### src/rtl/requant_rshift_pkg.sv
// Shared widths for the requantizing right-shift pipeline.
package requant_rshift_pkg;

    localparam int DEF_IN_W  = 6;  // default input sample width
    localparam int DEF_OUT_W = 4;  // default output sample width
    localparam int DEF_CNT_W = 8;  // default saturation counter width
    localparam int SHIFT_W   = 3;  // shift amount field, 0..7

endpackage

### src/rtl/requant_rshift_sat_clip.sv
// Combinational signed clip from a wide value down to OUT_W bits,
// flagging when the value had to be clipped.
module sat_clip #(
    parameter int DIN_W = 8,
    parameter int OUT_W = 4
) (
    input  logic signed [DIN_W-1:0] din,
    output logic        [OUT_W-1:0] dout,
    output logic                    sat
);

    // Largest and smallest values representable in OUT_W signed bits,
    // sign-extended to DIN_W so the comparisons stay in one width.
    localparam logic signed [DIN_W-1:0] MAX_V = {{(DIN_W-OUT_W+1){1'b0}}, {(OUT_W-1){1'b1}}};
    localparam logic signed [DIN_W-1:0] MIN_V = {{(DIN_W-OUT_W+1){1'b1}}, {(OUT_W-1){1'b0}}};

    // Clip to the representable range, otherwise pass the low bits through.
    always_comb begin
        dout = din[OUT_W-1:0];
        sat  = 1'b0;
        if (din > MAX_V) begin
            dout = MAX_V[OUT_W-1:0];
            sat  = 1'b1;
        end else if (din < MIN_V) begin
            dout = MIN_V[OUT_W-1:0];
            sat  = 1'b1;
        end
    end

endmodule

### src/rtl/requant_rshift.sv
// Requantizer: rounding arithmetic right shift followed by a saturating
// clip to OUT_W bits, as a two-stage stallable pipeline, plus a saturating
// count of clipped beats delivered downstream.
//
// Handshake: a beat moves across a port on a rising edge where valid and
// ready are both 1. The producer holds valid and data stable until that
// edge; the consumer's ready may change freely. Both pipeline stages move
// together only when the output stage is empty or being drained
// (en = !m_valid || m_ready), and s_ready is exactly en.
module requant_rshift
    import requant_rshift_pkg::*;
#(
    parameter int IN_W  = DEF_IN_W,
    parameter int OUT_W = DEF_OUT_W,
    parameter int CNT_W = DEF_CNT_W
) (
    input  logic               clk,
    input  logic               rst,
    input  logic               s_valid,
    output logic               s_ready,
    input  logic [IN_W-1:0]    s_data,
    input  logic [SHIFT_W-1:0] s_shift,
    output logic               m_valid,
    input  logic               m_ready,
    output logic [OUT_W-1:0]   m_data,
    output logic               m_sat,
    input  logic               sat_clr,
    output logic [CNT_W-1:0]   sat_cnt
);

    localparam int                  XW  = IN_W + 2;
    localparam logic signed [XW-1:0] ONE = XW'(1);

    logic                  en;
    logic signed [XW-1:0]  x_ext;
    logic signed [XW-1:0]  rnd;
    logic signed [XW-1:0]  r_next;
    logic                  s1_valid;
    logic signed [XW-1:0]  s1_r;
    logic [OUT_W-1:0]      clip_data;
    logic                  clip_sat;

    assign en      = !m_valid || m_ready;
    assign s_ready = en;

    // Round-half-up right shift in IN_W+2 bits. Shifts larger than IN_W
    // always land on zero (the rounding term dominates any input), so they
    // are short-circuited, which also keeps the rounding term in range.
    always_comb begin
        x_ext  = {{2{s_data[IN_W-1]}}, s_data};
        rnd    = '0;
        r_next = x_ext;
        if (s_shift != '0) begin
            if (int'(s_shift) > IN_W) begin
                r_next = '0;
            end else begin
                rnd    = ONE << (s_shift - SHIFT_W'(1));
                r_next = (x_ext + rnd) >>> s_shift;
            end
        end
    end

    sat_clip #(
        .DIN_W (XW),
        .OUT_W (OUT_W)
    ) u_clip (
        .din  (s1_r),
        .dout (clip_data),
        .sat  (clip_sat)
    );

    // Stage 1: capture the shifted value when the pipeline advances.
    always_ff @(posedge clk or posedge rst) begin
        if (rst) begin
            s1_valid <= 1'b0;
            s1_r     <= '0;
        end else if (en) begin
            s1_valid <= s_valid;
            s1_r     <= r_next;
        end
    end

    // Stage 2: capture the clipped value; held while downstream stalls.
    always_ff @(posedge clk or posedge rst) begin
        if (rst) begin
            m_valid <= 1'b0;
            m_data  <= '0;
            m_sat   <= 1'b0;
        end else if (en) begin
            m_valid <= s1_valid;
            m_data  <= clip_data;
            m_sat   <= clip_sat;
        end
    end

    // Count clipped beats accepted downstream; stick at all-ones, clear wins.
    always_ff @(posedge clk or posedge rst) begin
        if (rst) begin
            sat_cnt <= '0;
        end else if (sat_clr) begin
            sat_cnt <= '0;
        end else if (m_valid && m_ready && m_sat && (sat_cnt != '1)) begin
            sat_cnt <= sat_cnt + CNT_W'(1);
        end
    end

endmodule

### config.mk
export PLATFORM = sky130hd
export DESIGN_NAME = requant_rshift
export DESIGN_NICKNAME = d
export VERILOG_FILES = /design/src/rtl/requant_rshift_pkg.sv /design/src/rtl/requant_rshift_sat_clip.sv /design/src/rtl/requant_rshift.sv
export SDC_FILE = /design/constraint.sdc
export NUM_CORES = 1
export LEC_CHECK = 0
export CORE_AREA = 5 5 81 91
export CTS_CLUSTER_SIZE = 30
export DETAILED_ROUTE_END_ITERATION = 10
export DIE_AREA = 0 0 86 96
export SYNTH_ARGS = -nofsm -noshare
export SYNTH_HDL_FRONTEND = slang
export SYNTH_SLANG_ARGS = --single-unit
### constraint.sdc
create_clock -name clk -period 2.7 [get_ports clk]
set_clock_uncertainty 0.1 [all_clocks]
set_input_delay 0.405 -clock clk [delete_from_list [all_inputs] [get_ports clk]]
set_output_delay 0.405 -clock clk [all_outputs]
set_load 0.005 [all_outputs]
### Word-level counts from Yosys, hierarchy flattened

Index checks and enable logic that the tools add are counted.

* add/sub/neg operators: 3
* magnitude comparators: 3
* eq/ne operators: 1
* shift operators: 2
* mux-type cells: 8
* reductions and logical operators: 7

Operators by type and width (count)
* $mux W8: 4
* $add A6 B8 Y8: 1
* $add A8 B1 Y8 const B: 1
* $gt A8 B4 Y1 const B: 1
* $lt A8 B4 Y1 const B: 1
* $mux W4: 2
* $ne A8 B8 Y1 const B: 1
* $shl A1 B3 Y8 const A: 1
* $sshr A8 B3 Y8: 1
* $gt A3 B3 Y1 const B: 1
* $logic_and A1 B1 Y1: 3
* $reduce_bool A3 Y1: 1
* $sub A3 B1 Y3 const B: 1
* $mux W1: 2
* $reduce_bool A2 Y1: 1
* $logic_not A1 Y1: 1
* $logic_or A1 B1 Y1: 1

* flip-flop bits (word level): 23
* output and inout bits: 15
* logic and storage cells: 30

### Depth between registers and ports, before layout

* depth after elaboration: 6
* gate-level depth with buffers: 11

### Cells and area by module

Synthesis repeated with hierarchy kept, for this count alone.

* cells, all modules: 211
* area, all modules: 1770.4 µm²

Modules (own cells, without submodules)
* requant_rshift: instances 1, cells each 195, area each 1672.9 µm², sequential area each 575.6 µm²
* sat_clip: instances 1, cells each 16, area each 97.6 µm², sequential area each 0.0 µm²

### Worst setup path after synthesis

No wires, ideal clock.

* kind: input port to flip-flop
* from: input port s_shift[1]
* to: register s1_r[0]
* setup time: 0.126 ns
* arrival time: 2.645 ns
* required time: 2.474 ns
* setup slack: -0.171 ns
* stages on the path: 11
* path through: buf_2 nor2_1 and2_1 ha_1 fa_1 a211oi_2 or4b_4 nand3_2 mux2_2 nor2b_1 o32a_1

* cells in the longest elaborated chain, start to end: 6
* elaborated cells between the ends (all ways): 8
* those cells by class: add/sub (2); order compare (1); shift (2); mux (2); reduce/logical (1)

RTL lines
* from (decl): RTL line requant_rshift.sv:22 `input logic [SHIFT_W-1:0] s_shift,`
* $sub A3 B1 Y3: RTL line requant_rshift.sv:57 `rnd = ONE << (s_shift - SHIFT_W'(1));`
* $shl A1 B3 Y8: RTL line requant_rshift.sv:57
* $add A6 B8 Y8: RTL line requant_rshift.sv:58 `r_next = (x_ext + rnd) >>> s_shift;`
* $sshr A8 B3 Y8: RTL line requant_rshift.sv:58
* $mux W8: RTL line requant_rshift.sv:54 `if (int'(s_shift) > IN_W) begin`
* $mux W8 *: RTL line requant_rshift.sv:53 `if (s_shift != '0) begin`
* to (signal assigned): RTL line requant_rshift.sv:79 `s1_r <= r_next;`
* to (decl): RTL line requant_rshift.sv:39 `logic signed [XW-1:0] s1_r;`

Mark *: on every way between the ends. The rest lies on a longest branch, timed or not.
A chain may end at the register's enable or synchronous reset.

### Worst setup path after layout

Ends and elaborated chain as after synthesis.

==> results.py <==
metrics = {
    "grt": {
        "grt_max_degree": 24,
        "top_usage_layer": "met2",
        "grt_pass1_wl_um": 7920,
        "grtUsageTotal": 0.117,
        "met3_usage": 0.0163,
        "grtUsageMet1": 0.143,
        "grt.overflow.total": 0,
        "met2_usage": 0.219,
        "antenna_found_initial": 0,
        "grt_pass1_vias": 1732,
    },
    "sta": {
        "rsz0062_at_grt": "false",
        "timing.slew.headroom": 0.435,
        "finalSetupViolCount": 0,
        "timing.final.ws_setup_ps": 189,
        "max_freq_mhz": 398,
        "period_minus_slack_ps": 2510,
        "worst_pin_slew_ps": 847,
        "slew_viol_final": 0,
        "period_share": 0.930,
        "hold_viol": 0,
    },
    "clock_tree": {
        "clockRootBuffer": "clkbuf_8",
        "cts_sinks": 23,
        "cts_tree": "built",
        "path_clk_slew_ps": 80,
        "htree_levels": 1,
        "insertion_delay_ps": 260,
        "cts-buffers-inserted": 3,
        "cts_max_path_buffers": 2,
    },
    "place": {
        "pre_cts_slack_ps": -593,
        "gp_congestion": 0.859,
        "numPortBuffers": 28,
        "dpl_cell_area_um2": 2370,
        "dp_hpwl_um": 3780,
        "dp_cells": 346,
    },
    "min_path": {
        "min_path_type": "reg -> reg",
        "min_from": "s1_valid$_DFFE_PP0P_",
        "holdPathStages": 2,
        "min_to": "s1_valid$_DFFE_PP0P_",
    },
    "final_layout": {
        "finalInstanceArea_um2": 2510,
        "drive_above_1_share": 0.273,
        "syn_to_final_growth_pct": 46.7,
        "fin_nets": 295,
        "diodes": 0,
        "utilization": 0.392,
        "fillers": 659,
        "stdcell_count": 353,
    },
    "setup_path": {
        "crit_type": "in -> reg",
        "r2r_end": "sat_cnt[6]$_DFFE_PP0P_",
        "r2r_start": "sat_cnt[0]$_DFFE_PP0P_",
        "crit_path_cell_trace": "clkbuf_2 -> nor2_2 -> and2_4 -> ha_4 -> fa_2 -> a211oi_4 -> or4b_4 -> nand3_2 -> mux2_4 -> nor2b_1 -> o32a_1",
        "reg2reg_depth": 6,
        "critPathSlowestCell": "fa_2",
        "worstSetupStartpointType": "primary input",
        "critPathRequiredTime_ps": 2750,
        "crit_fanout": 5,
        "cp.arrival_ps": 2560,
        "reg2reg_slack_ps": 680,
        "max_stage_delay_ps": 420,
        "critPathCaptureType": "flip-flop",
    },
    "drt": {
        "viasPerCell": 4.87,
        "ant_nets": 0,
        "wirelength_um": 4670,
        "first_pass_iters": 4,
        "drcViolationCount": 0,
        "drt_first_iter_violations": 87,
        "post_drt_wl_per_cell_um": 13.2,
        "vias": 1720,
    },
    "synth": {
        "yosysSeqAreaShare": 0.336,
        "synthTopCellsByArea": "dfrtp_1 (34%), ha_1 (5.8%), nor2_1 (5.7%)",
        "synthCells": 206,
        "synth_top_area_frac": 0.336,
        "synth_commonest_cells": "nor2_1 (26), nand2_1 (25), dfrtp_1 (23)",
        "ys_warn_count": 0,
        "syn_area_um2": 1710,
        "async_reset_ff_frac": 1.00,
        "synth_nets": 229,
        "synth_most_common_cell": "nor2_1",
        "synth_area_leader_cell": "dfrtp_1",
        "synth-seq-cells": 23,
        "syn-mean-instance-area_um2": 8.31,
        "synth.distinct_cells": 54,
        "synth_edf_count": 0,
        "synth_top_flop_cell": "dfrtp_1",
    },
    "power": {
        "sequentialPowerShare": 0.417,
        "ir_worst_vdd_v": 0.000156,
        "power_frac_comb": 0.381,
        "internal_power_mw": 0.710,
        "p_sw_mw": 0.321,
        "powerDensity_nw_per_um2": 411,
        "swShare": 0.311,
        "clkPwrFrac": 0.202,
        "p_leak_nw": 1.12,
    },
    "floorplan": {
        "initial_core_util": 0.267,
        "core_area_um2": 6400,
        "die_area_um2": 8260,
        "dieWidth_um": 86,
        "dieHeight_um": 96,
        "rows": 31,
        "io_pins": 29,
    },
    "flow_run": {
        "cap_violations": 0,
    },
    "status": {
        "status": "finished, final reports clean",
    },
}
==> per-layer routing <==
layer  vias to the layer above  wire, um
met5                         -         0
met4                         0        70
met3                         6       249
met2                        41      2360
met1                       804      1990
li1                        869         -
==> sequential cells by signal, indices dropped and copies added (netlist names) <==
signal	count
sat_cnt	8
m_valid	1
m_data	4
m_sat	1
s1_valid	1
s1_r	8
==> cell usage in the layout (no fill, tap or decap), drive strengths merged, types with 3 or more instances in the layout <==
cell	count
xor2	8
nand2	25
a211oi	4
dfrtp	23
nor2	26
a21o	6
clkbuf	7
o21ai	15
inv	8
clkdlybuf4s50	24
xnor2	3
nand4	4
nor2b	3
and3	4
nand3	6
a21oi	16
buf	41
ha	8
nor3	3
==> worst max-delay path by stage <==
stage,to,depth (start not counted),slack [ps],from
global route,s1_r[0]$_DFFE_PP0P_,11,80,s_shift[1]
detailed placement,s1_r[3]$_DFFE_PP0P_,11,-590,s_shift[1]
floorplan,s1_r[3]$_DFFE_PP0P_,10,4,s_shift[0]
CTS,s1_r[0]$_DFFE_PP0P_,11,20,s_shift[1]
global placement,s1_r[3]$_DFFE_PP0P_,11,-540,s_shift[1]
finish,s1_r[0]$_DFFE_PP0P_,11,190,s_shift[1]
==> worst max-delay path: cells and delay by family <==
kind	cells	cell delay, ps
simple gates	5	580
fa+ha+maj	2	580
compound gates	2	550
mux	1	290
buf+inv	1	130
==> timing repair <==
item | CTS | global route
gates cloned | 0 | 0
setup buffers | 1 | 2
hold endpoints to repair | 0 | 0
resized for setup | 10 | 17
setup endpoints to repair | 8 | 8
hold buffers | 0 | 0
pin swaps | 3 | 8
==> layout make-up <==
class,instances,area (um^2),share of cell area
multi-input combinational,167,1180,0.469
timing repair buffer,69,579,0.231
sequential,23,576,0.229
tap,82,103,0.0409
clock buffer,4,45.0,0.0179
inverter,8,30.0,0.0120
==> kinds of logic (layout without fill, tap and decap cells) <==
logic type | Yosys count | after routing | synth area share
xor gates and xnor gates | 11 | 11 | 0.0563
DFF | 23 | 23 | 0.336
buffers and inverters | 16 | 81 | 0.0380
muxes | 3 | 3 | 0.0183
and+or+nand+nor | 83 | 83 | 0.234
AOI/OAI and AO/OA | 61 | 61 | 0.247
adders and majority gates | 9 | 9 | 0.0702
==> power groups by stage <==
stage | Combinational (mW) | Sequential [mW] | Clock [mW]
floorplan | 0.199 | 0.432 | 0
global placement | 0.369 | 0.437 | 0
detailed placement | 0.374 | 0.439 | 0
CTS | 0.384 | 0.432 | 0.219
global route | 0.434 | 0.438 | 0.228
finish | 0.393 | 0.430 | 0.208
==> metrics by stage <==
| step | hold WS [ps] | power, mW | setup TNS (ps) |
|---|---|---|---|
| finish | 365 | 1.03 | 0 |
| global route | 382 | 1.10 | 0 |
| CTS | 371 | 1.03 | 0 |
| detailed placement | 352 | 0.813 | -3960 |
| global placement | 342 | 0.806 | -3640 |
| floorplan | 307 | 0.631 | 0 |
(Power assumes the default switching activity.)
